$ cat config.mk
export PLATFORM = sky130hd
export DESIGN_NAME = ssp_fifo_flat
export DESIGN_NICKNAME = d
export VERILOG_FILES = /design/src/rtl/ssp_fifo_if.sv /design/src/rtl/ssp_fifo.sv /design/src/flat_wrapper.sv
export SDC_FILE = /design/constraint.sdc
export NUM_CORES = 1
export LEC_CHECK = 0
export ABC_AREA = 1
export CAP_MARGIN = 15
export CORE_MARGIN = 3
export CORE_UTILIZATION = 57
export CTS_CLUSTER_DIAMETER = 120
export DETAILED_ROUTE_END_ITERATION = 6
export PLACE_DENSITY = 0.95
export SYNTH_ARGS = -nofsm -noshare
export SYNTH_HDL_FRONTEND = slang
export SYNTH_SLANG_ARGS = --single-unit
$ cat constraint.sdc
create_clock -name PCLK -period 3.9 [get_ports PCLK]
set_clock_uncertainty 0.15 [all_clocks]
set_input_delay 0.78 -clock PCLK [delete_from_list [all_inputs] [get_ports PCLK]]
set_output_delay 0.78 -clock PCLK [all_outputs]
set_load 0.01 [all_outputs]
$ cat src/rtl/ssp_fifo_if.sv
// SSP FIFO bus: push/pop requests, data and status.
// master = producer/consumer side, slave = the FIFO.
interface ssp_fifo_if #(
  parameter int WIDTH = 8,
  parameter int PTR_W = 2
);
  logic             PUSH;
  logic [WIDTH-1:0] PUSH_DATA;
  logic             POP;
  logic [WIDTH-1:0] POP_DATA;
  logic             FULL;
  logic             EMPTY;
  logic [PTR_W:0]   COUNT;
  logic             INTR;
  logic             OVERFLOW;
  logic             UNDERFLOW;
  logic             ERR_CLR;

  modport master (
    output PUSH, PUSH_DATA, POP, ERR_CLR,
    input  POP_DATA, FULL, EMPTY, COUNT,
    input  INTR, OVERFLOW, UNDERFLOW
  );

  modport slave (
    input  PUSH, PUSH_DATA, POP, ERR_CLR,
    output POP_DATA, FULL, EMPTY, COUNT,
    output INTR, OVERFLOW, UNDERFLOW
  );
endinterface

$ cat src/rtl/ssp_fifo.sv
// ssp_fifo: first-word fall-through byte FIFO between APB and SSP shifter.
// Ports: PCLK, CLEAR (async high), bus (ssp_fifo_if.slave).
module ssp_fifo #(
  parameter int WIDTH = 8,
  parameter int DEPTH = 4,
  parameter int PTR_W = 2
) (
  input logic PCLK,
  input logic CLEAR,
  ssp_fifo_if.slave bus
);
  localparam logic [PTR_W:0] FULL_CNT = (PTR_W+1)'(DEPTH);

  logic [WIDTH-1:0] r_mem [DEPTH];
  logic [PTR_W-1:0] r_wr_ptr;
  logic [PTR_W-1:0] r_rd_ptr;
  logic [PTR_W:0]   r_count;
  logic             r_ovf;
  logic             r_udf;

  logic w_empty;
  logic w_full;
  logic w_pop_ok;
  logic w_push_ok;
  logic w_push_rej;
  logic w_pop_rej;

  assign w_empty = (r_count == '0);
  assign w_full  = (r_count == FULL_CNT);

  // A pop frees the head slot, so a push into a full FIFO
  // is still accepted when it coincides with a pop.
  assign w_pop_ok   = bus.POP & ~w_empty;
  assign w_push_ok  = bus.PUSH & (~w_full | w_pop_ok);
  assign w_push_rej = bus.PUSH & ~w_push_ok;
  assign w_pop_rej  = bus.POP & ~w_pop_ok;

  always_ff @(posedge PCLK) begin
    if (w_push_ok) r_mem[r_wr_ptr] <= bus.PUSH_DATA;
  end

  always_ff @(posedge PCLK or posedge CLEAR) begin
    if (CLEAR) begin
      r_wr_ptr <= '0;
      r_rd_ptr <= '0;
      r_count  <= '0;
      r_ovf    <= 1'b0;
      r_udf    <= 1'b0;
    end else begin
      if (w_push_ok) r_wr_ptr <= r_wr_ptr + 1'b1;
      if (w_pop_ok)  r_rd_ptr <= r_rd_ptr + 1'b1;
      if (w_push_ok && !w_pop_ok)
        r_count <= r_count + 1'b1;
      else if (w_pop_ok && !w_push_ok)
        r_count <= r_count - 1'b1;
      // A new error outranks a same-cycle clear.
      r_ovf <= w_push_rej | (r_ovf & ~bus.ERR_CLR);
      r_udf <= w_pop_rej | (r_udf & ~bus.ERR_CLR);
    end
  end

  assign bus.POP_DATA  = w_empty ? '0 : r_mem[r_rd_ptr];
  assign bus.FULL      = w_full;
  assign bus.EMPTY     = w_empty;
  assign bus.COUNT     = r_count;
  assign bus.INTR      = w_full;
  assign bus.OVERFLOW  = r_ovf;
  assign bus.UNDERFLOW = r_udf;
endmodule

$ cat src/flat_wrapper.sv
// flat-port wrapper written by rule: the top's interface ports become plain ports
module ssp_fifo_flat 
#(
  parameter int WIDTH = 8,
  parameter int DEPTH = 4,
  parameter int PTR_W = 2
)
  (PCLK, CLEAR, bus_PUSH, bus_PUSH_DATA, bus_POP, bus_ERR_CLR, bus_POP_DATA, bus_FULL, bus_EMPTY, bus_COUNT, bus_INTR, bus_OVERFLOW, bus_UNDERFLOW);
  ssp_fifo_if #(.WIDTH(WIDTH), .PTR_W(PTR_W)) bus_i ();
  input logic PCLK;
  input logic CLEAR;
  input wire logic [$bits(bus_i.PUSH)-1:0] bus_PUSH;
  input wire logic [$bits(bus_i.PUSH_DATA)-1:0] bus_PUSH_DATA;
  input wire logic [$bits(bus_i.POP)-1:0] bus_POP;
  input wire logic [$bits(bus_i.ERR_CLR)-1:0] bus_ERR_CLR;
  output wire logic [$bits(bus_i.POP_DATA)-1:0] bus_POP_DATA;
  output wire logic [$bits(bus_i.FULL)-1:0] bus_FULL;
  output wire logic [$bits(bus_i.EMPTY)-1:0] bus_EMPTY;
  output wire logic [$bits(bus_i.COUNT)-1:0] bus_COUNT;
  output wire logic [$bits(bus_i.INTR)-1:0] bus_INTR;
  output wire logic [$bits(bus_i.OVERFLOW)-1:0] bus_OVERFLOW;
  output wire logic [$bits(bus_i.UNDERFLOW)-1:0] bus_UNDERFLOW;
  assign bus_i.PUSH = bus_PUSH;
  assign bus_i.PUSH_DATA = bus_PUSH_DATA;
  assign bus_i.POP = bus_POP;
  assign bus_i.ERR_CLR = bus_ERR_CLR;
  assign bus_POP_DATA = bus_i.POP_DATA;
  assign bus_FULL = bus_i.FULL;
  assign bus_EMPTY = bus_i.EMPTY;
  assign bus_COUNT = bus_i.COUNT;
  assign bus_INTR = bus_i.INTR;
  assign bus_OVERFLOW = bus_i.OVERFLOW;
  assign bus_UNDERFLOW = bus_i.UNDERFLOW;
  ssp_fifo #(.WIDTH(WIDTH), .DEPTH(DEPTH), .PTR_W(PTR_W)) u_core (.PCLK(PCLK), .CLEAR(CLEAR), .bus(bus_i));
endmodule
==> run_results.csv <==
group,metric,value,unit
drt,vias,1306,
clock_tree,cts_max_path_buffers,2,
clock_tree,cts_max_level,2,
floorplan,core-area,3128,um^2
sta,slew_violations,0,
cells_and_area,fillers,212,
sta,period_needed,3260,ps
logic_synthesis,synth_area,1923,um^2
sta,max_slew_margin,0.4773,
logic_synthesis,netlist_instances,193,
logic_synthesis,synthTopCellsByCount,"inv_1, nand2_1, edfxtp_1",
setup_path,cp-start-kind,"flip-flop",
clock_tree,cts_tree,"yes",
drt,wirelength,3.401,mm
floorplan,die_y,64.09,um
drt,drc,0,
drt,drtIter0Drc,67,
power,leakage,1.045,nW
sta,hold_viol,0,
logic_synthesis,syn_avg_cell_area,9.964,um^2
clock_tree,clk_latency,360,ps
clock_tree,cts_root_buf,"clkbuf_4",
sta,max_freq,306.8,MHz
setup_path,critPathCaptureType,"output port",
logic_synthesis,synth_largest_area_cell,"edfxtp_1",
logic_synthesis,synth-seq-cells,41,
setup_path,crit_type,"flip-flop to output port",
sta,tightest_slew,781.1,ps
sta,fin_crit_sh,0.8358,
clock_tree,cts_buffers,5,
job,drv_cap,0,
global_routing,grt_start_max_net_pins,20,
outcome,outcome,"complete, no violations",
logic_synthesis,synth.area.top_cells,"edfxtp_1, dfrtp_1, inv_1",
clock_tree,cts_resized,0,
global_routing,grtUsageTotal,0.1842,
floorplan,io_pins,29,
logic_synthesis,syn_nets,212,
drt,dr.pass1.iters,4,
global_routing,globalRoute.totalOverflow,0,
clock_tree,cts_setup_buffers,0,
global_routing,antenna_found_initial,0,
cells_and_area,diodes,0,
sta,rsz0062_at_grt,"no",
cells_and_area,fin_nets,242,
placed_design,post-dp-hpwl,2.413,mm
floorplan,rows,20,
power,vdd_drop_max,0.3612,mV
min_path,hold_path_class,"flip-flop to flip-flop",
setup_path,crit_fanout,19,
logic_synthesis,synthDominantCellAreaShare,0.4997,
clock_tree,path_clk_slew,120,ps
power,power_density,726.9,nW/um^2
clock_tree,cts_sinks,41,
sta,tns,0,ps
setup_path,arrival,2330,ps
logic_synthesis,synth_edf_count,32,
sta,setup_viol,0,
cells_and_area,area_growth,19.45,%
floorplan,dieArea,4107,um^2
drt,wl_per_cell,12.69,um
drt,drtAntennaViolNets,0,
floorplan,die_w,64.09,um
logic_synthesis,seq_area_frac_synth,0.6168,
floorplan,initial_core_util,0.6148,
logic_synthesis,yosysWarnings,0,
setup_path,worst_ep_required_time,2970,ps
logic_synthesis,synthFlopType,"edfxtp_1",
placed_design,io_buffers,28,
logic_synthesis,ys_async_sr_fraction,0.2195,
cells_and_area,drive_gt1_frac,0.07143,
logic_synthesis,synth_cell_types,22,
logic_synthesis,synth.most_common_cell,"inv_1",
cells_and_area,finish.utilization,0.7344,
drt,vias_per_cell,4.873,
power,p_total,1.670,mW
clock_tree,ctsHoldBuffers,0,
global_routing,grt_first_pass_wirelength,5.506,mm
global_routing,grt_pass1_vias,1194,
placed_design,gp_congestion,0.8742,
[critical path: stages, from the launching register on]
cell and delay [ps]:
dfrtp_1 810, inv_6 160, nand2_1 110, nand3_1 60, a21oi_1 240, clkdlybuf4s50_1 580
[per-stage QoR]
step                hold WS (ps)  cells  instance area, um^2  setup WS [ps]
finish                     406.6    268                 2297          640.4
global route               432.0    268                 2297          493.5
CTS                        406.0    268                 2297          675.2
detailed placement         385.3    260                 2213           1040
global placement           376.9    260                 2213           1138
floorplan                  342.3    193                 1923           1710
[sequential cells by signal, indices dropped and copies added, names as in the netlist]
name and cells:
u_core.r_mem 32, u_core.bus.COUNT 3, u_core.r_rd_ptr 2, u_core.r_wr_ptr 2, u_core.bus.OVERFLOW 1, u_core.bus.UNDERFLOW 1
[cell type report]
| class | instances | area, um^2 | area share |
|---|---|---|---|
| Clock buffer | 5 | 37.54 | 0.01634 |
| Timing Repair Buffer | 28 | 280.3 | 0.1220 |
| Clock inverter | 3 | 46.29 | 0.02015 |
| Multi-Input combinational cell | 96 | 495.5 | 0.2157 |
| Inverter | 51 | 196.4 | 0.08551 |
| Sequential cell | 41 | 1186 | 0.5163 |
| Tap cell | 44 | 55.05 | 0.02397 |
[per-layer routing]
layer	share of wire	vias up	wire length (um)	track usage
li1	-	664	-	-
met5	0	-	0	0
met4	0.021	0	73	0.09434
met3	0.089	9	304	0.05448
met1	0.39	579	1334	0.2212
met2	0.50	54	1690	0.2994
[final timing paths]
kind / from / endpoint / slack [ps] / cells past startpoint
setup / recovery: u_core.r_rd_ptr[0] / bus_POP_DATA[7] / 640 / 5
hold / removal: u_core.bus.OVERFLOW / u_core.bus.OVERFLOW / 410 / 2
setup reg to reg: u_core.bus.COUNT[1] / u_core.bus.COUNT[1] / 1820 / 9
hold reg to reg: u_core.bus.OVERFLOW / u_core.bus.OVERFLOW / 410 / 2
max in group asynchronous: CLEAR / u_core.bus.COUNT[1] / 2840 / 2
min in group asynchronous: CLEAR / u_core.bus.OVERFLOW / 510 / 2
[layout by cell type (no fill, tap or decap), drive strengths merged, types with 2 or more instances in the layout]
cell	count
a21oi	8
clkbuf	5
clkdlybuf4s50	28
dfrtp	9
edfxtp	32
ha	5
inv	51
nand2	49
nand3	21
nor2	5
o22ai	2
xnor2	2
[logic make-up (layout without fill, tap and decap cells)]
family	Yosys count	after routing	share of synthesized area
and+or+nand+nor	77	77	0.1737
buffers and inverters	56	87	0.1256
DFF	41	41	0.6168
AOI/OAI and AO/OA	11	11	0.03188
adders and majority gates	6	6	0.04294
xor gates and xnor gates	2	2	0.009110
[power breakdown]
| part | internal, mW | switching (mW) |
|---|---|---|
| clock network | 0.136 | 0.139 |
| logic | 0.335 | 0.379 |
| registers | 0.578 | 0.102 |
| total | 1.05 | 0.621 |
(Power assumes the default switching activity.)
